`src/rtl/matrix_seq_ctrl_pkg.sv`:
```
// Shared types and default sizing for the matrix processor control sequencer.
package mp_pkg;

    localparam int unsigned MP_DIM_DEF  = 4;
    localparam int unsigned MP_WI_W_DEF = 16;

    typedef enum logic [2:0] {
        ST_IDLE     = 3'd0,
        ST_LOAD_MAT = 3'd1,
        ST_LOAD_VEC = 3'd2,
        ST_COMPUTE  = 3'd3,
        ST_WRITE    = 3'd4
    } mp_state_t;

endpackage

```
`src/rtl/matrix_seq_ctrl_if.sv`:
```
// Command, operand-read, FMA and writeback signals between the sequencer and its datapath.
interface matrix_seq_ctrl_if
    import mp_pkg::*;
#(
    parameter int unsigned DIM  = MP_DIM_DEF,
    parameter int unsigned WI_W = MP_WI_W_DEF
);
    localparam int unsigned IDX_W = $clog2(DIM * DIM);
    localparam int unsigned COL_W = $clog2(DIM);

    logic             start;
    logic [WI_W-1:0]  wi_count;
    logic             abort;
    logic             rd_req;
    logic             rd_sel;
    logic [IDX_W-1:0] rd_idx;
    logic [WI_W-1:0]  rd_vec;
    logic             rd_ack;
    logic             load_matrix;
    logic             load_vector;
    logic             fma_en;
    logic [COL_W-1:0] fma_col;
    logic             acc_clear;
    logic             wr_valid;
    logic             wr_ready;
    logic             busy;
    logic             done;

    modport master (
        input  start, wi_count, abort, rd_ack, wr_ready,
        output rd_req, rd_sel, rd_idx, rd_vec, load_matrix, load_vector,
               fma_en, fma_col, acc_clear, wr_valid, busy, done
    );

    modport slave (
        output start, wi_count, abort, rd_ack, wr_ready,
        input  rd_req, rd_sel, rd_idx, rd_vec, load_matrix, load_vector,
               fma_en, fma_col, acc_clear, wr_valid, busy, done
    );

endinterface

```
`src/rtl/matrix_seq_ctrl_step_counter.sv`:
```
// Wrapping step counter 0..MAX with synchronous clear (priority) and enable.
module mp_step_counter
    import mp_pkg::*;
#(
    parameter int unsigned WIDTH = 4,
    parameter int unsigned MAX   = 15
) (
    input  logic             clk_i,
    input  logic             rst_i,
    input  logic             clear_i,
    input  logic             en_i,
    output logic [WIDTH-1:0] count_o,
    output logic             term_o
);
    localparam logic [WIDTH-1:0] MAX_V = WIDTH'(MAX);

    logic [WIDTH-1:0] count_q, count_d;

    always_comb begin
        count_d = count_q;
        if (clear_i) begin
            count_d = '0;
        end else if (en_i) begin
            count_d = (count_q == MAX_V) ? '0 : count_q + WIDTH'(1);
        end
    end

    always_ff @(posedge clk_i or posedge rst_i) begin
        if (rst_i) begin
            count_q <= '0;
        end else begin
            count_q <= count_d;
        end
    end

    assign count_o = count_q;
    assign term_o  = (count_q == MAX_V);

endmodule

```
`src/rtl/matrix_seq_ctrl.sv`:
```
// DIM x DIM matrix-vector job sequencer: loads the matrix once, then per work item
// loads a vector, steps the FMA array DIM times and hands the result to writeback.
module matrix_seq_ctrl
    import mp_pkg::*;
#(
    parameter int unsigned DIM  = MP_DIM_DEF,
    parameter int unsigned WI_W = MP_WI_W_DEF
) (
    input  logic              clk,
    input  logic              rst,
    matrix_seq_ctrl_if.master bus
);
    localparam int unsigned      IDX_W    = $clog2(DIM * DIM);
    localparam int unsigned      COL_W    = $clog2(DIM);
    localparam logic [IDX_W-1:0] VEC_LAST = IDX_W'(DIM - 1);

    mp_state_t       state_q, state_d;
    logic [WI_W-1:0] remaining_q, remaining_d;
    logic [WI_W-1:0] rd_vec_q, rd_vec_d;
    logic            done_q, done_d;

    logic             rd_req, rd_sel, fma_en, wr_valid;
    logic             abort_act, rd_hs, wr_hs;
    logic [IDX_W-1:0] idx;
    logic             idx_term, idx_clr;
    logic [COL_W-1:0] col;
    logic             col_term, col_clr;

    always_comb begin
        rd_req   = 1'b0;
        rd_sel   = 1'b0;
        fma_en   = 1'b0;
        wr_valid = 1'b0;
        case (state_q)
            ST_LOAD_MAT: rd_req = 1'b1;
            ST_LOAD_VEC: begin
                rd_req = 1'b1;
                rd_sel = 1'b1;
            end
            ST_COMPUTE:  fma_en   = 1'b1;
            ST_WRITE:    wr_valid = 1'b1;
            default: ;
        endcase
    end

    assign abort_act = bus.abort & (state_q != ST_IDLE);
    assign rd_hs     = rd_req & bus.rd_ack;
    assign wr_hs     = wr_valid & bus.wr_ready;

    // The matrix pass wraps the index to 0 on its own; the vector pass ends early and must clear it.
    assign idx_clr = abort_act | ~rd_req | (rd_sel & rd_hs & (idx == VEC_LAST));
    assign col_clr = abort_act | ~fma_en;

    mp_step_counter #(
        .WIDTH (IDX_W),
        .MAX   (DIM * DIM - 1)
    ) u_idx_cnt (
        .clk_i   (clk),
        .rst_i   (rst),
        .clear_i (idx_clr),
        .en_i    (rd_hs),
        .count_o (idx),
        .term_o  (idx_term)
    );

    mp_step_counter #(
        .WIDTH (COL_W),
        .MAX   (DIM - 1)
    ) u_col_cnt (
        .clk_i   (clk),
        .rst_i   (rst),
        .clear_i (col_clr),
        .en_i    (fma_en),
        .count_o (col),
        .term_o  (col_term)
    );

    always_comb begin
        state_d     = state_q;
        remaining_d = remaining_q;
        rd_vec_d    = rd_vec_q;
        done_d      = 1'b0;
        case (state_q)
            ST_IDLE: begin
                if (bus.start) begin
                    remaining_d = bus.wi_count;
                    rd_vec_d    = '0;
                    if (bus.wi_count == '0) begin
                        done_d = 1'b1;
                    end else begin
                        state_d = ST_LOAD_MAT;
                    end
                end
            end
            ST_LOAD_MAT: if (rd_hs && idx_term) state_d = ST_LOAD_VEC;
            ST_LOAD_VEC: if (rd_hs && (idx == VEC_LAST)) state_d = ST_COMPUTE;
            ST_COMPUTE:  if (col_term) state_d = ST_WRITE;
            ST_WRITE: begin
                if (wr_hs) begin
                    remaining_d = remaining_q - WI_W'(1);
                    rd_vec_d    = rd_vec_q + WI_W'(1);
                    if (remaining_q == WI_W'(1)) begin
                        done_d  = 1'b1;
                        state_d = ST_IDLE;
                    end else begin
                        state_d = ST_LOAD_VEC;
                    end
                end
            end
            default: state_d = ST_IDLE;
        endcase
        if (abort_act) begin
            state_d     = ST_IDLE;
            remaining_d = '0;
            rd_vec_d    = '0;
            done_d      = 1'b0;
        end
    end

    always_ff @(posedge clk or posedge rst) begin
        if (rst) begin
            state_q     <= ST_IDLE;
            remaining_q <= '0;
            rd_vec_q    <= '0;
            done_q      <= 1'b0;
        end else begin
            state_q     <= state_d;
            remaining_q <= remaining_d;
            rd_vec_q    <= rd_vec_d;
            done_q      <= done_d;
        end
    end

    assign bus.rd_req      = rd_req;
    assign bus.rd_sel      = rd_sel;
    assign bus.rd_idx      = idx;
    assign bus.rd_vec      = rd_vec_q;
    assign bus.load_matrix = rd_hs & ~rd_sel;
    assign bus.load_vector = rd_hs & rd_sel;
    assign bus.fma_en      = fma_en;
    assign bus.fma_col     = col;
    assign bus.acc_clear   = fma_en & (col == '0);
    assign bus.wr_valid    = wr_valid;
    assign bus.busy        = (state_q != ST_IDLE);
    assign bus.done        = done_q;

endmodule

```
`src/flat_wrapper.sv`:
```
// flat-port wrapper written by rule: the top's interface ports become plain ports
module matrix_seq_ctrl_flat import mp_pkg::*;
#(
    parameter int unsigned DIM  = MP_DIM_DEF,
    parameter int unsigned WI_W = MP_WI_W_DEF
)
  (clk, rst, bus_start, bus_wi_count, bus_abort, bus_rd_ack, bus_wr_ready, bus_rd_req, bus_rd_sel, bus_rd_idx, bus_rd_vec, bus_load_matrix, bus_load_vector, bus_fma_en, bus_fma_col, bus_acc_clear, bus_wr_valid, bus_busy, bus_done);
  matrix_seq_ctrl_if #(.DIM(DIM), .WI_W(WI_W)) bus_i ();
  input  logic clk;
  input  logic rst;
  input wire logic [$bits(bus_i.start)-1:0] bus_start;
  input wire logic [$bits(bus_i.wi_count)-1:0] bus_wi_count;
  input wire logic [$bits(bus_i.abort)-1:0] bus_abort;
  input wire logic [$bits(bus_i.rd_ack)-1:0] bus_rd_ack;
  input wire logic [$bits(bus_i.wr_ready)-1:0] bus_wr_ready;
  output wire logic [$bits(bus_i.rd_req)-1:0] bus_rd_req;
  output wire logic [$bits(bus_i.rd_sel)-1:0] bus_rd_sel;
  output wire logic [$bits(bus_i.rd_idx)-1:0] bus_rd_idx;
  output wire logic [$bits(bus_i.rd_vec)-1:0] bus_rd_vec;
  output wire logic [$bits(bus_i.load_matrix)-1:0] bus_load_matrix;
  output wire logic [$bits(bus_i.load_vector)-1:0] bus_load_vector;
  output wire logic [$bits(bus_i.fma_en)-1:0] bus_fma_en;
  output wire logic [$bits(bus_i.fma_col)-1:0] bus_fma_col;
  output wire logic [$bits(bus_i.acc_clear)-1:0] bus_acc_clear;
  output wire logic [$bits(bus_i.wr_valid)-1:0] bus_wr_valid;
  output wire logic [$bits(bus_i.busy)-1:0] bus_busy;
  output wire logic [$bits(bus_i.done)-1:0] bus_done;
  assign bus_i.start = bus_start;
  assign bus_i.wi_count = bus_wi_count;
  assign bus_i.abort = bus_abort;
  assign bus_i.rd_ack = bus_rd_ack;
  assign bus_i.wr_ready = bus_wr_ready;
  assign bus_rd_req = bus_i.rd_req;
  assign bus_rd_sel = bus_i.rd_sel;
  assign bus_rd_idx = bus_i.rd_idx;
  assign bus_rd_vec = bus_i.rd_vec;
  assign bus_load_matrix = bus_i.load_matrix;
  assign bus_load_vector = bus_i.load_vector;
  assign bus_fma_en = bus_i.fma_en;
  assign bus_fma_col = bus_i.fma_col;
  assign bus_acc_clear = bus_i.acc_clear;
  assign bus_wr_valid = bus_i.wr_valid;
  assign bus_busy = bus_i.busy;
  assign bus_done = bus_i.done;
  matrix_seq_ctrl #(.DIM(DIM), .WI_W(WI_W)) u_core (.clk(clk), .rst(rst), .bus(bus_i));
endmodule
```
`config.mk`:
```
export PLATFORM = sky130hd
export DESIGN_NAME = matrix_seq_ctrl_flat
export DESIGN_NICKNAME = d
export VERILOG_FILES = /design/src/rtl/matrix_seq_ctrl_pkg.sv /design/src/rtl/matrix_seq_ctrl_if.sv /design/src/rtl/matrix_seq_ctrl_step_counter.sv /design/src/rtl/matrix_seq_ctrl.sv /design/src/flat_wrapper.sv
export SDC_FILE = /design/constraint.sdc
export NUM_CORES = 1
export LEC_CHECK = 0
export CORE_ASPECT_RATIO = 0.5
export CORE_MARGIN = 10
export CORE_UTILIZATION = 50
export DETAILED_ROUTE_END_ITERATION = 8
export PLACE_DENSITY = 0.77
export SYNTH_ARGS = -nofsm -noshare
export SYNTH_HDL_FRONTEND = slang
export SYNTH_SLANG_ARGS = --single-unit
```
`constraint.sdc`:
```
create_clock -name clk -period 4.45 [get_ports clk]
set_clock_uncertainty 0.2 [all_clocks]
set_input_delay 0.89 -clock clk [delete_from_list [all_inputs] [get_ports clk]]
set_output_delay 0.89 -clock clk [all_outputs]
set_load 0.02 [all_outputs]
```
## Yosys cells after proc, flatten, opt, wreduce, memory -nomap -nowiden

Index checks and enable logic that the tools add are counted.

| cells by class | value |
|---|---|
| mux-type cells | 33 |
| equality and inequality tests | 14 |
| bitwise gates (word level) | 13 |
| reduce and logical (&&, ||, !) cells | 12 |
| add/sub/neg operators | 4 |

Operators with widths:

| operator | number |
|---|---|
| 2-to-1 mux 16 bit | 6 |
| one-hot mux 16 bit (2 select lines) | 2 |
| 2-to-1 mux 3 bit | 7 |
| adder 16 x 1 -> 16 bit, second input constant | 1 |
| == test 16 x 1 -> 1 bit, second input constant | 1 |
| logical NOT 16 bit | 1 |
| subtractor 16 x 1 -> 16 bit, second input constant | 1 |
| one-hot mux 3 bit (5 select lines) | 1 |
| 2-to-1 mux 4 bit | 3 |
| != test 3 x 1 -> 1 bit, second input constant | 4 |
| 2-to-1 mux 1 bit | 9 |
| 2-to-1 mux 2 bit | 4 |
| AND 1 bit | 7 |
| == test 3 x 2 -> 1 bit, second input constant | 2 |
| != test 3 x 2 -> 1 bit, second input constant | 2 |
| AND reduction 6 bit | 1 |
| nonzero test 3 bit | 2 |
| adder 4 x 1 -> 4 bit, second input constant | 1 |
| == test 4 x 2 -> 1 bit, second input constant | 1 |
| == test 4 bit, second input constant | 1 |
| nonzero test 2 bit | 2 |
| == test 3 x 1 -> 1 bit, second input constant | 1 |
| == test 3 bit, second input constant | 1 |
| logical NOT 3 bit | 1 |
| other kinds (9) | 14 |

| storage, ports and cells | value |
|---|---|
| flip-flop bits (word level) | 42 |
| input port bits | 22 |
| logic and storage cells | 82 |

## Logic depth before layout (Yosys ltp)

| depth | value |
|---|---|
| depth after elaboration | 8 |
| gate-level depth with buffers | 9 |

## Hierarchy

A second synthesis with hierarchy kept.

| unflattened totals | value |
|---|---|
| cells, all modules | 310 |
| area, all modules | 2551.2 µm² |

By module, submodules not included:

| module | seq. area each (µm²) | instances | cells each | area an instance (µm²) |
|---|---|---|---|---|
| matrix_seq_ctrl | 900.9 | 1 | 280 | 2237.1 |
| mp_step_counter at u_core.u_idx_cnt | 100.1 | 1 | 21 | 210.2 |
| mp_step_counter at u_core.u_col_cnt | 50.0 | 1 | 9 | 103.8 |

## Worst setup path before layout

No wires, ideal clock.

| path | value |
|---|---|
| path type | input-to-output |
| from | input port bus_rd_ack |
| to | output port bus_load_matrix |
| path slack | 1.719 ns |
| buffers on the path | 1 |
| stages on the path | 3 |
| arrival | 1.641 ns |
| cell sequence | clkbuf_1 > nand2_1 > nor3_1 |

| between the ends | value |
|---|---|
| cells in the longest elaborated chain, start to end | 2 |

Ends and longest elaborated chain:

| what | line | text |
|---|---|---|
| from (decl) | flat_wrapper.sv:14 | `input wire logic [$bits(bus_i.rd_ack)-1:0] bus_rd_ack;` |
| AND 1 bit | matrix_seq_ctrl.sv:47 | `assign rd_hs = rd_req & bus.rd_ack;` |
| AND 1 bit | matrix_seq_ctrl.sv:138 | `assign bus.load_matrix = rd_hs & ~rd_sel;` |
| to (decl) | flat_wrapper.sv:20 | `output wire logic [$bits(bus_i.load_matrix)-1:0] bus_load_matrix;` |

No other way between the ends.

## Worst setup path after layout

| path | value |
|---|---|
| from | register u_core.state_q[0] |
| to | output port bus_wr_valid |

| between the ends | value |
|---|---|
| cells in the longest elaborated chain, start to end | 2 |

Ends and longest elaborated chain:

| what | line | text |
|---|---|---|
| from (decl) | matrix_seq_ctrl.sv:17 | `mp_state_t state_q, state_d;` |
| from (signal assigned) | matrix_seq_ctrl.sv:127 | `state_q <= state_d;` |
| == test 3 bit | matrix_seq_ctrl.sv:34 | `case (state_q)` |
| 2-to-1 mux 1 bit | matrix_seq_ctrl.sv:34 |  |
| to (decl) | flat_wrapper.sv:25 | `output wire logic [$bits(bus_i.wr_valid)-1:0] bus_wr_valid;` |

No other way between the ends.

==> results.py <==
metrics = {
    "synth": {
        "syn_nets": 344,
        "synthFlopType": "dfrtp_1",
        "synthesis.area_mm2": 0.00264,
        "ys_seq_elements": 42,
        "ys_async_sr_fraction": 1.00,
        "synth_top_family_by_area": "simple AND/OR/NAND/NOR gates",
        "synth-xor-area-share": 0.0398,
        "synthAdderAreaFrac": 0.0284,
        "synthCells": 316,
        "synth_compound_area_frac": 0.180,
        "synth_edf_count": 0,
        "ys_types": 51,
        "ys_seq_area_frac": 0.398,
        "synth_warnings": 0,
        "syn_avg_cell_area_um2": 8.35,
        "synth-simple-area-share": 0.295,
        "muxShareOfSynthArea": 0.00758,
    },
    "route": {
        "remaining_drc_errors": 0,
        "num_vias": 2549,
        "drt-initial-drc-count": 204,
        "viasPerCell": 5.91,
        "ant_nets": 0,
        "routed_wl_um": 6840,
        "wire_per_inst_um": 15.9,
        "dr.pass1.iters": 5,
    },
    "global_routing": {
        "overflow": 0,
        "grt_max_degree": 43,
        "grt.total_usage": 0.157,
        "antenna_found_initial": 0,
        "grt_pass1_wl_um": 11400,
        "grt_pass1_vias": 2385,
    },
    "timing": {
        "hold_viol": 0,
        "relSlewSlack": 0.356,
        "clock.fmax_mhz": 270,
        "min_period_ns": 3.70,
        "worst_slew_pin_slew_ns": 0.966,
        "period_share": 0.831,
        "rsz0062_at_grt": "no",
        "hold_ws_ns": 0.298,
        "setup_tns_ns": 0,
        "slew_violations": 0,
        "finalSetupViolCount": 0,
    },
    "min_path": {
        "whs_endpoint": "u_core.u_col_cnt.count_o[0]",
        "hp-class": "flop to flop",
        "hp-start": "u_core.u_col_cnt.count_o[0]",
        "hold-path-cell-count": 1,
    },
    "clocking": {
        "postCtsResizedCells": 0,
        "clkLatencyLatePin_ns": 0.31,
        "post_cts_buffers": 0,
        "hold_buffers": 0,
        "cts_buffers": 5,
        "cts_tree": "done",
        "htree_num_levels": 2,
        "cts-root-buf": "clkbuf_8",
        "cts_sinks": 42,
        "clkTransAtPathRegs_ns": 0.09,
        "clockBufferDepth": 2,
    },
    "floorplanning": {
        "dieHeight_um": 71.4,
        "coreArea_mm2": 0.00502,
        "row_count": 18,
        "pin_count": 53,
        "die_x_um": 123,
        "start_util": 0.526,
        "dieArea_mm2": 0.00876,
    },
    "setup_path": {
        "worstPathMaxFanout": 28,
        "rrSetupSlack_ns": 1.61,
        "worstPathRequired_ns": 3.36,
        "cp_num_buf_inv": 2,
        "r2r_end": "u_core.remaining_q[3]",
        "crit_type": "flop to output pin",
        "critPathCaptureType": "output pin",
        "slowest_delay_ns": 0.83,
        "worst_ep_arrival_time_ns": 2.61,
        "cp_cell_sequence": "or3b_1, clkinv_4, clkdlybuf4s50_1",
        "r2r_cells": 6,
        "worst_setup_path_start_kind": "flop",
        "cp_slowest_cell": "or3b_1",
        "cpLargestDelayFamily": "simple AND/OR/NAND/NOR gates",
        "rr_startpoint": "u_core.state_q[0]",
    },
    "final_layout": {
        "syn_to_final_growth_pct": 24.4,
        "fin_nets": 388,
        "layout-drive-gt1-share": 0.0609,
        "diodes": 0,
        "fillers": 449,
    },
    "placement": {
        "dp_hpwl_um": 5090,
        "port_buffers": 52,
        "gp_congestion": 0.854,
    },
    "outcome": {
        "status": "finished, final reports clean",
    },
    "flow_run": {
        "maxCapViolCount": 0,
    },
    "pwr": {
        "power_density_mw_per_mm2": 491,
        "cellLeakagePower_nw": 1.30,
        "vdd.ir_drop.worst_v": 0.000254,
    },
}
-- layout by cell type (no fill, tap or decap), types with 2 or more instances in the layout --
master | netlist | final
or2_2 | 2 | 2
clkdlybuf4s50_1 | 0 | 52
nand3b_1 | 2 | 2
and2_1 | 3 | 3
xor2_1 | 9 | 9
dfrtp_1 | 42 | 42
and3_1 | 5 | 5
inv_1 | 9 | 9
nand3_1 | 14 | 14
ha_1 | 6 | 6
clkbuf_8 | 0 | 5
xnor2_1 | 3 | 3
a32o_1 | 2 | 2
a22oi_1 | 2 | 2
nand4_1 | 4 | 4
o211ai_1 | 3 | 3
nor3b_1 | 4 | 4
nor4_1 | 12 | 12
o21ai_0 | 30 | 30
mux2i_1 | 2 | 2
nand4b_1 | 2 | 2
a21oi_1 | 19 | 19
or3_1 | 2 | 2
o21ai_1 | 6 | 6
a2bb2oi_1 | 2 | 2
o31ai_1 | 4 | 4
nand2_1 | 28 | 28
buf_4 | 1 | 2
nor3_1 | 12 | 12
nor4_2 | 4 | 4
nor2_1 | 40 | 40
o2bb2ai_1 | 4 | 4
nand2b_1 | 5 | 5
-- metrics by stage --
step | setup slack [ns] | area (µm²) | std cells | power, mW | util
2_1_floorplan | 1.72 | 2640 | 316 | 1.07 | -
3_3_place_gp | 0.960 | 3170 | 423 | 1.28 | 0.632
3_5_place_dp | 0.943 | 3170 | 423 | 1.30 | 0.632
4_1_cts | 0.749 | 3280 | 431 | 1.62 | 0.654
5_1_grt | 0.576 | 3280 | 431 | 1.74 | 0.654
6_report | 0.753 | 3280 | 431 | 1.61 | 0.654
-- layout make-up --
type / instances / area, µm² / share of cell area
clock buffer: 5 / 68.8 / 0.0210
sequential: 42 / 1050 / 0.320
multi-input combinational: 247 / 1460 / 0.443
tap: 70 / 87.6 / 0.0267
timing repair buffer: 54 / 536 / 0.163
clock inverter: 3 / 43.8 / 0.0133
inverter: 10 / 42.5 / 0.0130
-- cell families (layout without fill, tap and decap cells) --
group / count (synthesis) / after routing
adder cells (fa/ha/maj): 6 / 6
AO/OA/AOI/OAI: 79 / 79
multiplexers: 2 / 2
XOR/XNOR: 12 / 12
buffers and inverters: 27 / 72
flip-flops: 42 / 42
AND/OR/NAND/NOR: 148 / 148
-- worst max path at each step --
stage                                  from               to  cells past startpoint
final                     u_core.state_q[0]     bus_wr_valid                      3
after CTS                 u_core.state_q[0]     bus_wr_valid                      3
after global routing      u_core.state_q[0]     bus_wr_valid                      3
after global placement           bus_rd_ack  bus_load_matrix                      4
after detailed placement         bus_rd_ack  bus_load_matrix                      4
after floorplan                  bus_rd_ack  bus_load_matrix                      3
-- layer usage --
layer,up-vias,global-route usage,wire (µm)
met5,-,0,0
met4,0,0.0519,60
met3,8,0.0461,502
li1,1227,-,-
met1,1236,0.201,3050
met2,78,0.248,3230
-- power by group --
group	total (mW)	internal, mW	switching [mW]
Clock	0.315	0.168	0.147
Combinational	0.707	0.276	0.430
Sequential	0.591	0.467	0.124
-- Yosys cell counts (5+ instances only) --
library cell   n  area, µm²
ha_1           6       75.1
xor2_1         9       78.8
nor2_1        40        150
clkbuf_1       7       26.3
dfrtp_1       42       1050
a21oi_1       19       95.1
nor3_1        12       60.1
and3_1         5       31.3
nand2b_1       5       31.3
nand2_1       28        105
nand3_1       14       70.1
buf_2          7       35.0
o21ai_0       30        150
nor4_1        12       75.1
inv_1          9       33.8
o21ai_1        6       30.0
-- flip-flops by register name, indices dropped and copies added, names as in the netlist --
signal	count
u_core.u_idx_cnt.count_o	4
u_core.u_col_cnt.count_o	2
u_core.state_q	3
u_core.remaining_q	16
u_core.bus.done	1
u_core.bus.rd_vec	16
(Power assumes the default switching activity.)
